<file path="src/rtl/legv8_pkg.sv">
// Shared LEGv8 front-end types and widths used by the fetch queue and its bench.
package legv8_pkg;

    localparam int ADDR_WIDTH  = 64;
    localparam int INSTR_WIDTH = 32;
    localparam int INSTR_BYTES = 4;
    localparam int FETCH_WIDTH = 2;

    localparam logic [INSTR_WIDTH-1:0] NOP_INSTR = 32'hD503_201F;

    typedef struct packed {
        logic [ADDR_WIDTH-1:0]  pc;
        logic [INSTR_WIDTH-1:0] instr;
    } fetch_entry_t;

endpackage

</file>
<file path="src/rtl/fetch_queue_if.sv">
// Fetch/decode-side bus of the fetch queue: IC address/data, redirect and the two issue slots.
interface fetch_queue_if;
    import legv8_pkg::*;

    logic [ADDR_WIDTH-1:0]  PC_out;
    logic [INSTR_WIDTH-1:0] IC_in0;
    logic [INSTR_WIDTH-1:0] IC_in1;
    logic                   redirect_valid;
    logic [ADDR_WIDTH-1:0]  redirect_pc;
    logic [1:0]             deq_count;
    logic                   out_valid0;
    logic [INSTR_WIDTH-1:0] out_instr0;
    logic [ADDR_WIDTH-1:0]  out_pc0;
    logic                   out_valid1;
    logic [INSTR_WIDTH-1:0] out_instr1;
    logic [ADDR_WIDTH-1:0]  out_pc1;
    logic                   fetch_stall;

    modport master (
        output PC_out,
        input  IC_in0, IC_in1,
        input  redirect_valid, redirect_pc, deq_count,
        output out_valid0, out_instr0, out_pc0,
        output out_valid1, out_instr1, out_pc1,
        output fetch_stall
    );

    modport slave (
        input  PC_out,
        output IC_in0, IC_in1,
        output redirect_valid, redirect_pc, deq_count,
        input  out_valid0, out_instr0, out_pc0,
        input  out_valid1, out_instr1, out_pc1,
        input  fetch_stall
    );

endinterface

</file>
<file path="src/rtl/fetch_queue_ram.sv">
// Entry storage for the fetch queue: two write ports (tail, tail+1), two async read ports.
module fetch_queue_ram
    import legv8_pkg::fetch_entry_t;
#(
    parameter int DEPTH = 8,
    localparam int PTR_W = $clog2(DEPTH)
) (
    input  logic             clk,
    input  logic             we0,
    input  logic [PTR_W-1:0] waddr0,
    input  fetch_entry_t     wdata0,
    input  logic             we1,
    input  logic [PTR_W-1:0] waddr1,
    input  fetch_entry_t     wdata1,
    input  logic [PTR_W-1:0] raddr0,
    output fetch_entry_t     rdata0,
    input  logic [PTR_W-1:0] raddr1,
    output fetch_entry_t     rdata1
);

    fetch_entry_t mem [DEPTH];

    // NOTE: the array has no reset; validity lives in the count register, so stale
    // contents are never presented and the storage can map onto plain RAM cells.
    always_ff @(posedge clk) begin
        if (we0) mem[waddr0] <= wdata0;
        if (we1) mem[waddr1] <= wdata1;
    end

    assign rdata0 = mem[raddr0];
    assign rdata1 = mem[raddr1];

endmodule

</file>
<file path="src/rtl/fetch_queue.sv">
// Dual-issue instruction fetch queue: fetches two sequential words per cycle from the IC,
// buffers them with their PCs and presents the two oldest to decode; flushes on redirect.
module fetch_queue
    import legv8_pkg::fetch_entry_t;
    import legv8_pkg::INSTR_BYTES;
    import legv8_pkg::FETCH_WIDTH;
#(
    parameter int                    DEPTH       = 8,
    parameter int                    ADDR_WIDTH  = legv8_pkg::ADDR_WIDTH,
    parameter int                    INSTR_WIDTH = legv8_pkg::INSTR_WIDTH,
    parameter logic [ADDR_WIDTH-1:0] RESET_PC    = '0
) (
    input  logic          CLOCK,
    input  logic          RESET,
    fetch_queue_if.master bus
);

    localparam int PTR_W = $clog2(DEPTH);

    typedef logic [PTR_W-1:0] ptr_t;
    typedef logic [PTR_W:0]   cnt_t;

    localparam cnt_t DEPTH_C = cnt_t'(DEPTH);
    localparam cnt_t FETCH_C = cnt_t'(FETCH_WIDTH);

    ptr_t                  head_q, tail_q;
    cnt_t                  count_q;
    logic [ADDR_WIDTH-1:0] pc_q;

    cnt_t                  free_slots, enq_n, deq_n;
    logic [1:0]            deq_req;
    ptr_t                  head_p1, tail_p1;
    fetch_entry_t          wdata0, wdata1, rdata0, rdata1;
    logic                  we0, we1;

    // Low PC bits of a redirect target are discarded; words are always 4-byte aligned.
    logic unused_redirect_lsbs;
    assign unused_redirect_lsbs = ^bus.redirect_pc[1:0];

    // NOTE: every always_comb output gets a default first so no path can infer a latch.
    always_comb begin
        deq_req    = (bus.deq_count == 2'd3) ? 2'd2 : bus.deq_count;
        free_slots = DEPTH_C - count_q;
        enq_n      = '0;
        deq_n      = '0;
        if (!bus.redirect_valid) begin
            // Free space is judged before this cycle's dequeue, so a full queue stalls
            // for one cycle even when decode drains it.
            if (free_slots >= FETCH_C)   enq_n = FETCH_C;
            else if (free_slots != '0)   enq_n = cnt_t'(1);
            deq_n = (cnt_t'(deq_req) > count_q) ? count_q : cnt_t'(deq_req);
        end
    end

    assign head_p1 = head_q + ptr_t'(1);
    assign tail_p1 = tail_q + ptr_t'(1);

    assign we0    = !RESET && (enq_n != '0);
    assign we1    = !RESET && (enq_n == FETCH_C);
    assign wdata0 = '{pc: pc_q,                                 instr: bus.IC_in0};
    assign wdata1 = '{pc: pc_q + ADDR_WIDTH'(INSTR_BYTES),      instr: bus.IC_in1};

    fetch_queue_ram #(.DEPTH(DEPTH)) u_ram (
        .clk    (CLOCK),
        .we0    (we0),
        .waddr0 (tail_q),
        .wdata0 (wdata0),
        .we1    (we1),
        .waddr1 (tail_p1),
        .wdata1 (wdata1),
        .raddr0 (head_q),
        .rdata0 (rdata0),
        .raddr1 (head_p1),
        .rdata1 (rdata1)
    );

    // NOTE: sequential state uses non-blocking assignments so every register samples
    // the pre-edge values regardless of statement order.
    always_ff @(posedge CLOCK) begin
        if (RESET) begin
            pc_q    <= RESET_PC;
            count_q <= '0;
            head_q  <= '0;
            tail_q  <= '0;
        end else if (bus.redirect_valid) begin
            pc_q    <= {bus.redirect_pc[ADDR_WIDTH-1:2], 2'b00};
            count_q <= '0;
            head_q  <= '0;
            tail_q  <= '0;
        end else begin
            pc_q    <= pc_q + ADDR_WIDTH'(enq_n) * ADDR_WIDTH'(INSTR_BYTES);
            count_q <= count_q + enq_n - deq_n;
            head_q  <= head_q + ptr_t'(deq_n);
            tail_q  <= tail_q + ptr_t'(enq_n);
        end
    end

    assign bus.PC_out      = pc_q;
    assign bus.out_valid0  = (count_q != '0);
    assign bus.out_valid1  = (count_q >= cnt_t'(2));
    assign bus.out_instr0  = bus.out_valid0 ? rdata0.instr : '0;
    assign bus.out_pc0     = bus.out_valid0 ? rdata0.pc    : '0;
    assign bus.out_instr1  = bus.out_valid1 ? rdata1.instr : '0;
    assign bus.out_pc1     = bus.out_valid1 ? rdata1.pc    : '0;
    assign bus.fetch_stall = (count_q == DEPTH_C) && !bus.redirect_valid && !RESET;

endmodule

</file>
<file path="src/flat_wrapper.sv">
// flat-port wrapper written by rule: the top's interface ports become plain ports
module fetch_queue_flat import legv8_pkg::fetch_entry_t; import legv8_pkg::INSTR_BYTES; import legv8_pkg::FETCH_WIDTH;
#(
    parameter int                    DEPTH       = 8,
    parameter int                    ADDR_WIDTH  = legv8_pkg::ADDR_WIDTH,
    parameter int                    INSTR_WIDTH = legv8_pkg::INSTR_WIDTH,
    parameter logic [ADDR_WIDTH-1:0] RESET_PC    = '0
)
  (CLOCK, RESET, bus_PC_out, bus_IC_in0, bus_IC_in1, bus_redirect_valid, bus_redirect_pc, bus_deq_count, bus_out_valid0, bus_out_instr0, bus_out_pc0, bus_out_valid1, bus_out_instr1, bus_out_pc1, bus_fetch_stall);
  fetch_queue_if bus_i ();
  input  logic CLOCK;
  input  logic RESET;
  output wire logic [$bits(bus_i.PC_out)-1:0] bus_PC_out;
  input wire logic [$bits(bus_i.IC_in0)-1:0] bus_IC_in0;
  input wire logic [$bits(bus_i.IC_in1)-1:0] bus_IC_in1;
  input wire logic [$bits(bus_i.redirect_valid)-1:0] bus_redirect_valid;
  input wire logic [$bits(bus_i.redirect_pc)-1:0] bus_redirect_pc;
  input wire logic [$bits(bus_i.deq_count)-1:0] bus_deq_count;
  output wire logic [$bits(bus_i.out_valid0)-1:0] bus_out_valid0;
  output wire logic [$bits(bus_i.out_instr0)-1:0] bus_out_instr0;
  output wire logic [$bits(bus_i.out_pc0)-1:0] bus_out_pc0;
  output wire logic [$bits(bus_i.out_valid1)-1:0] bus_out_valid1;
  output wire logic [$bits(bus_i.out_instr1)-1:0] bus_out_instr1;
  output wire logic [$bits(bus_i.out_pc1)-1:0] bus_out_pc1;
  output wire logic [$bits(bus_i.fetch_stall)-1:0] bus_fetch_stall;
  assign bus_PC_out = bus_i.PC_out;
  assign bus_i.IC_in0 = bus_IC_in0;
  assign bus_i.IC_in1 = bus_IC_in1;
  assign bus_i.redirect_valid = bus_redirect_valid;
  assign bus_i.redirect_pc = bus_redirect_pc;
  assign bus_i.deq_count = bus_deq_count;
  assign bus_out_valid0 = bus_i.out_valid0;
  assign bus_out_instr0 = bus_i.out_instr0;
  assign bus_out_pc0 = bus_i.out_pc0;
  assign bus_out_valid1 = bus_i.out_valid1;
  assign bus_out_instr1 = bus_i.out_instr1;
  assign bus_out_pc1 = bus_i.out_pc1;
  assign bus_fetch_stall = bus_i.fetch_stall;
  fetch_queue #(.DEPTH(DEPTH), .ADDR_WIDTH(ADDR_WIDTH), .INSTR_WIDTH(INSTR_WIDTH), .RESET_PC(RESET_PC)) u_core (.CLOCK(CLOCK), .RESET(RESET), .bus(bus_i));
endmodule
</file>
<file path="config.mk">
export PLATFORM = sky130hd
export DESIGN_NAME = fetch_queue_flat
export DESIGN_NICKNAME = d
export VERILOG_FILES = /design/src/rtl/legv8_pkg.sv /design/src/rtl/fetch_queue_if.sv /design/src/rtl/fetch_queue_ram.sv /design/src/rtl/fetch_queue.sv /design/src/flat_wrapper.sv
export SDC_FILE = /design/constraint.sdc
export NUM_CORES = 2
export LEC_CHECK = 0
export CAP_MARGIN = 0
export CORE_ASPECT_RATIO = 1.75
export CORE_UTILIZATION = 40
export CTS_BUF_LIST = sky130_fd_sc_hd__clkbuf_4
export CTS_CLUSTER_SIZE = 40
export DETAILED_ROUTE_END_ITERATION = 12
export HOLD_SLACK_MARGIN = 0.02
export PLACE_DENSITY = 0.68
export SLEW_MARGIN = 10
export SYNTH_ARGS = -nofsm -noshare
export SYNTH_HDL_FRONTEND = slang
export SYNTH_HIERARCHICAL = 1
export SYNTH_SLANG_ARGS = --single-unit
</file>
<file path="constraint.sdc">
create_clock -name CLOCK -period 17.4 [get_ports CLOCK]
set_clock_uncertainty 0.05 [all_clocks]
set_input_delay 5.22 -clock CLOCK [delete_from_list [all_inputs] [get_ports CLOCK]]
set_output_delay 5.22 -clock CLOCK [all_outputs]
set_load 0.005 [all_outputs]
</file>
==> out/metrics.yaml <==
logic_synthesis:
  ys_seq_elements: 840
  synth-edff-count: 768
  synth_ff_type: "edfxtp_1"
  syn_inst: 3284
  yosysWarningCount: 6
  syn_area_um2: 50870
  synth.avg_cell_area_um2: 15.49
  ys_seq_area_frac: 0.4817
  synth_cell_types: 71
  synthArstFlopShare: 0
final_layout:
  n_fill_cell: 11260
  syn_to_final_growth_pct: 16.49
  fin_util: 0.4707
  nNetsFinal: 3871
  drive_gt1_frac: 0.4692
  fin_cells: 5540
critical_path:
  reg2reg_depth: 14
  setup.worst_path.end_class: "primary output"
  regToRegStartpoint: "u_core/count_q[0]"
  criticalPathCategory: "input pin to primary output"
  path_max_fanout: 40
  slowest_stage: "clkdlybuf4s50_1"
  crit_family: "buffers and inverters"
  cp.required_ps: 12130
  cp.arrival_ps: 6920
  cp_cell_sequence: "buf_2, buf_4, nor2_1, and3_1, clkdlybuf4s50_1"
  reg2reg_to: "u_core/bus.PC_out[40]"
  rrSetupSlack_ps: 12180
  start_kind: "input pin"
  path_buf_inv: 3
  cpPeakStageDelay_ps: 580
die:
  row_count: 172
  die_width_um: 271.6
  start_util: 0.4041
  die_y_um: 473.8
  die-area_um2: 128700
  core_area_um2: 125900
  boundaryPins: 392
clock_network:
  cts_root_buf: "clkbuf_4"
  clk_latency_ps: 1220
  clkSinkCount: 840
  cts_made_buffers: 205
  clk_pin_slew_ps: 70
  post_cts_resized: 0
  htree_levels: 4
  postCtsSetupBuffers: 0
  cts_tree: "done"
  holdBufCountCts: 0
  clk_path_buf_depth: 3
routing:
  ant_nets: 0
  drt_iter0_drc: 3346
  vias: 33670
  drc_errors: 0
  dr.pass1.iters: 8
  wl_mm: 169.6
  wire_per_inst_um: 30.60
  viasPerCell: 6.078
power:
  power_uw: 6162
  ir_drop_mv: 0.08160
  p_per_area_nw_per_um2: 104.0
  p_leak_uw: 0.01984
global_routing:
  top_usage_layer: "met2"
  grt_pass1_vias: 35260
  antenna_found_initial: 10
  overflow: 0
  grt_pass1_wl_mm: 242.2
  grt_start_max_net_pins: 139
  gr-usage-met1: 0.3144
  grt.total_usage: 0.2623
  gr-usage-met2: 0.4543
  grtUsageMet3: 0.05461
hold_path:
  min-delay-start: "u_core/bus.PC_out[30]"
  hold_end: "u_core/bus.PC_out[30]"
  min_path_cells: 2
  hp-class: "flip-flop to flip-flop"
sta:
  maxSlewViolCount: 0
  timing.fmax_mhz: 82.02
  min_period_over_period: 0.7007
  relSlewSlack: 0.08356
  setup_viol: 0
  post-route-min-period_ps: 12190
  rsz0062_at_grt: "no"
  worstMarginPinSlew_ps: 1367
  worst_hold_slack_ps: 563.6
  finalSetupTns_ps: 0
  hold_viol_final: 0
placed_design:
  gp_congestion: 0.8909
  dpl.hpwl_mm: 95.30
  dp.cells: 5160
  io_buffer_count: 387
job:
  drv_cap: 0
run_status:
  outcome: "complete, no violations"
worst reg2reg max path: cells and delay by family (launching register included):
| family | cells | cell delay, ps |
|---|---|---|
| adders and majority gates | 3 | 910 |
| buffers and inverters | 2 | 210 |
| and+or+nand+nor | 6 | 2900 |
| AOI/OAI and AO/OA | 2 | 380 |
| xor gates and xnor gates | 1 | 220 |
| DFF | 1 | 430 |
where the power goes:
group          switching [µW]  leakage (µW)  internal [µW]
Sequential               89.7       0.00765           2350
Clock                     851       0.00164            905
Combinational             952        0.0105           1010
cells by family after synthesis:
logic type               share of synthesized area
AO/OA/AOI/OAI                              0.01254
XOR/XNOR                                   0.01963
adder cells (fa/ha/maj)                   0.006641
buffers and inverters                      0.02912
flip-flops                                  0.4817
multiplexers                                0.3860
other                                   0.00007372
AND/OR/NAND/NOR                            0.06427
cell type report:
class | instances | area [µm²] | area share
flip-flops and latches | 840 | 24510 | 0.4137
clock buffers | 325 | 2440 | 0.04117
repair buffers | 468 | 4584 | 0.07736
well taps | 1653 | 2068 | 0.03490
diodes | 8 | 20.02 | 0.0003378
multi-input cells | 2176 | 25210 | 0.4254
inverters | 23 | 95.09 | 0.001605
clock inverters | 47 | 327.8 | 0.005532
layer usage:
metal,part of all wire,wire [µm]
met5,0.00040,68
met4,0.038,6518
met3,0.078,13170
met2,0.51,85990
met1,0.38,63800
sequential cells by signal (all words and copies together), names as in the netlist:
name / count
u_core/tail_q: 3
u_core/u_ram/mem: 768
u_core/bus.PC_out: 62
u_core/head_q: 3
u_core/count_q: 4
cells in the final DEF, fill, tap and decap left out, types with 7 or more instances in the layout:
| master | n |
|---|---|
| a211oi_1 | 27 |
| a21oi_1 | 15 |
| and2_1 | 103 |
| buf_12 | 9 |
| buf_4 | 72 |
| clkbuf_4 | 325 |
| clkdlybuf4s50_1 | 385 |
| clkinv_1 | 31 |
| conb_1 | 34 |
| dfxtp_1 | 69 |
| diode_2 | 8 |
| edfxtp_1 | 768 |
| ha_1 | 18 |
| inv_1 | 20 |
| mux2_2 | 931 |
| mux2_4 | 29 |
| mux2i_1 | 7 |
| mux4_2 | 384 |
| nand2_1 | 67 |
| nand3_1 | 32 |
| nand4_1 | 56 |
| nor2_1 | 97 |
| nor2b_1 | 98 |
| nor3_1 | 20 |
| nor4_1 | 18 |
| o21a_1 | 10 |
| o21ai_0 | 9 |
| or3_1 | 12 |
| xnor2_1 | 50 |
| xor2_1 | 63 |
Yosys cell counts (21+ instances only):
cell type,number,area [µm²]
nor2b_1,98,613.1
xor2_1,64,560.5
xnor2_1,50,437.9
nand3_1,32,160.2
nor2_1,97,364.1
mux2_2,931,10480
mux4_2,384,8648
nor3_1,22,110.1
nand4_1,56,350.3
mux2_4,29,435.4
clkbuf_1,129,484.2
and2_1,103,644.4
inv_1,21,78.83
dfxtp_1,72,1441
a211oi_1,27,202.7
nand2_1,68,255.2
edfxtp_1,768,23060
buf_2,103,515.5
stage by stage:
step	worst slack, ps	area [µm²]
after floorplan	3470	50990
after CTS	5249	59230
final	5208	59260
after detailed placement	5249	56460
after global routing	5184	59260
after global placement	5256	56460
worst max path at each step:
stage / startpoint / endpoint / slack (ps) / cells after the start
finish: bus_redirect_valid / bus_fetch_stall / 5210 / 5
floorplan: bus_redirect_valid / u_core/u_ram/mem[0][0] / 3470 / 6
detailed placement: bus_redirect_valid / bus_fetch_stall / 5250 / 5
CTS: bus_redirect_valid / bus_fetch_stall / 5250 / 5
global route: bus_redirect_valid / bus_fetch_stall / 5180 / 5
global placement: bus_redirect_valid / bus_fetch_stall / 5260 / 5
No activity file was read; power rests on OpenSTA's default activity.
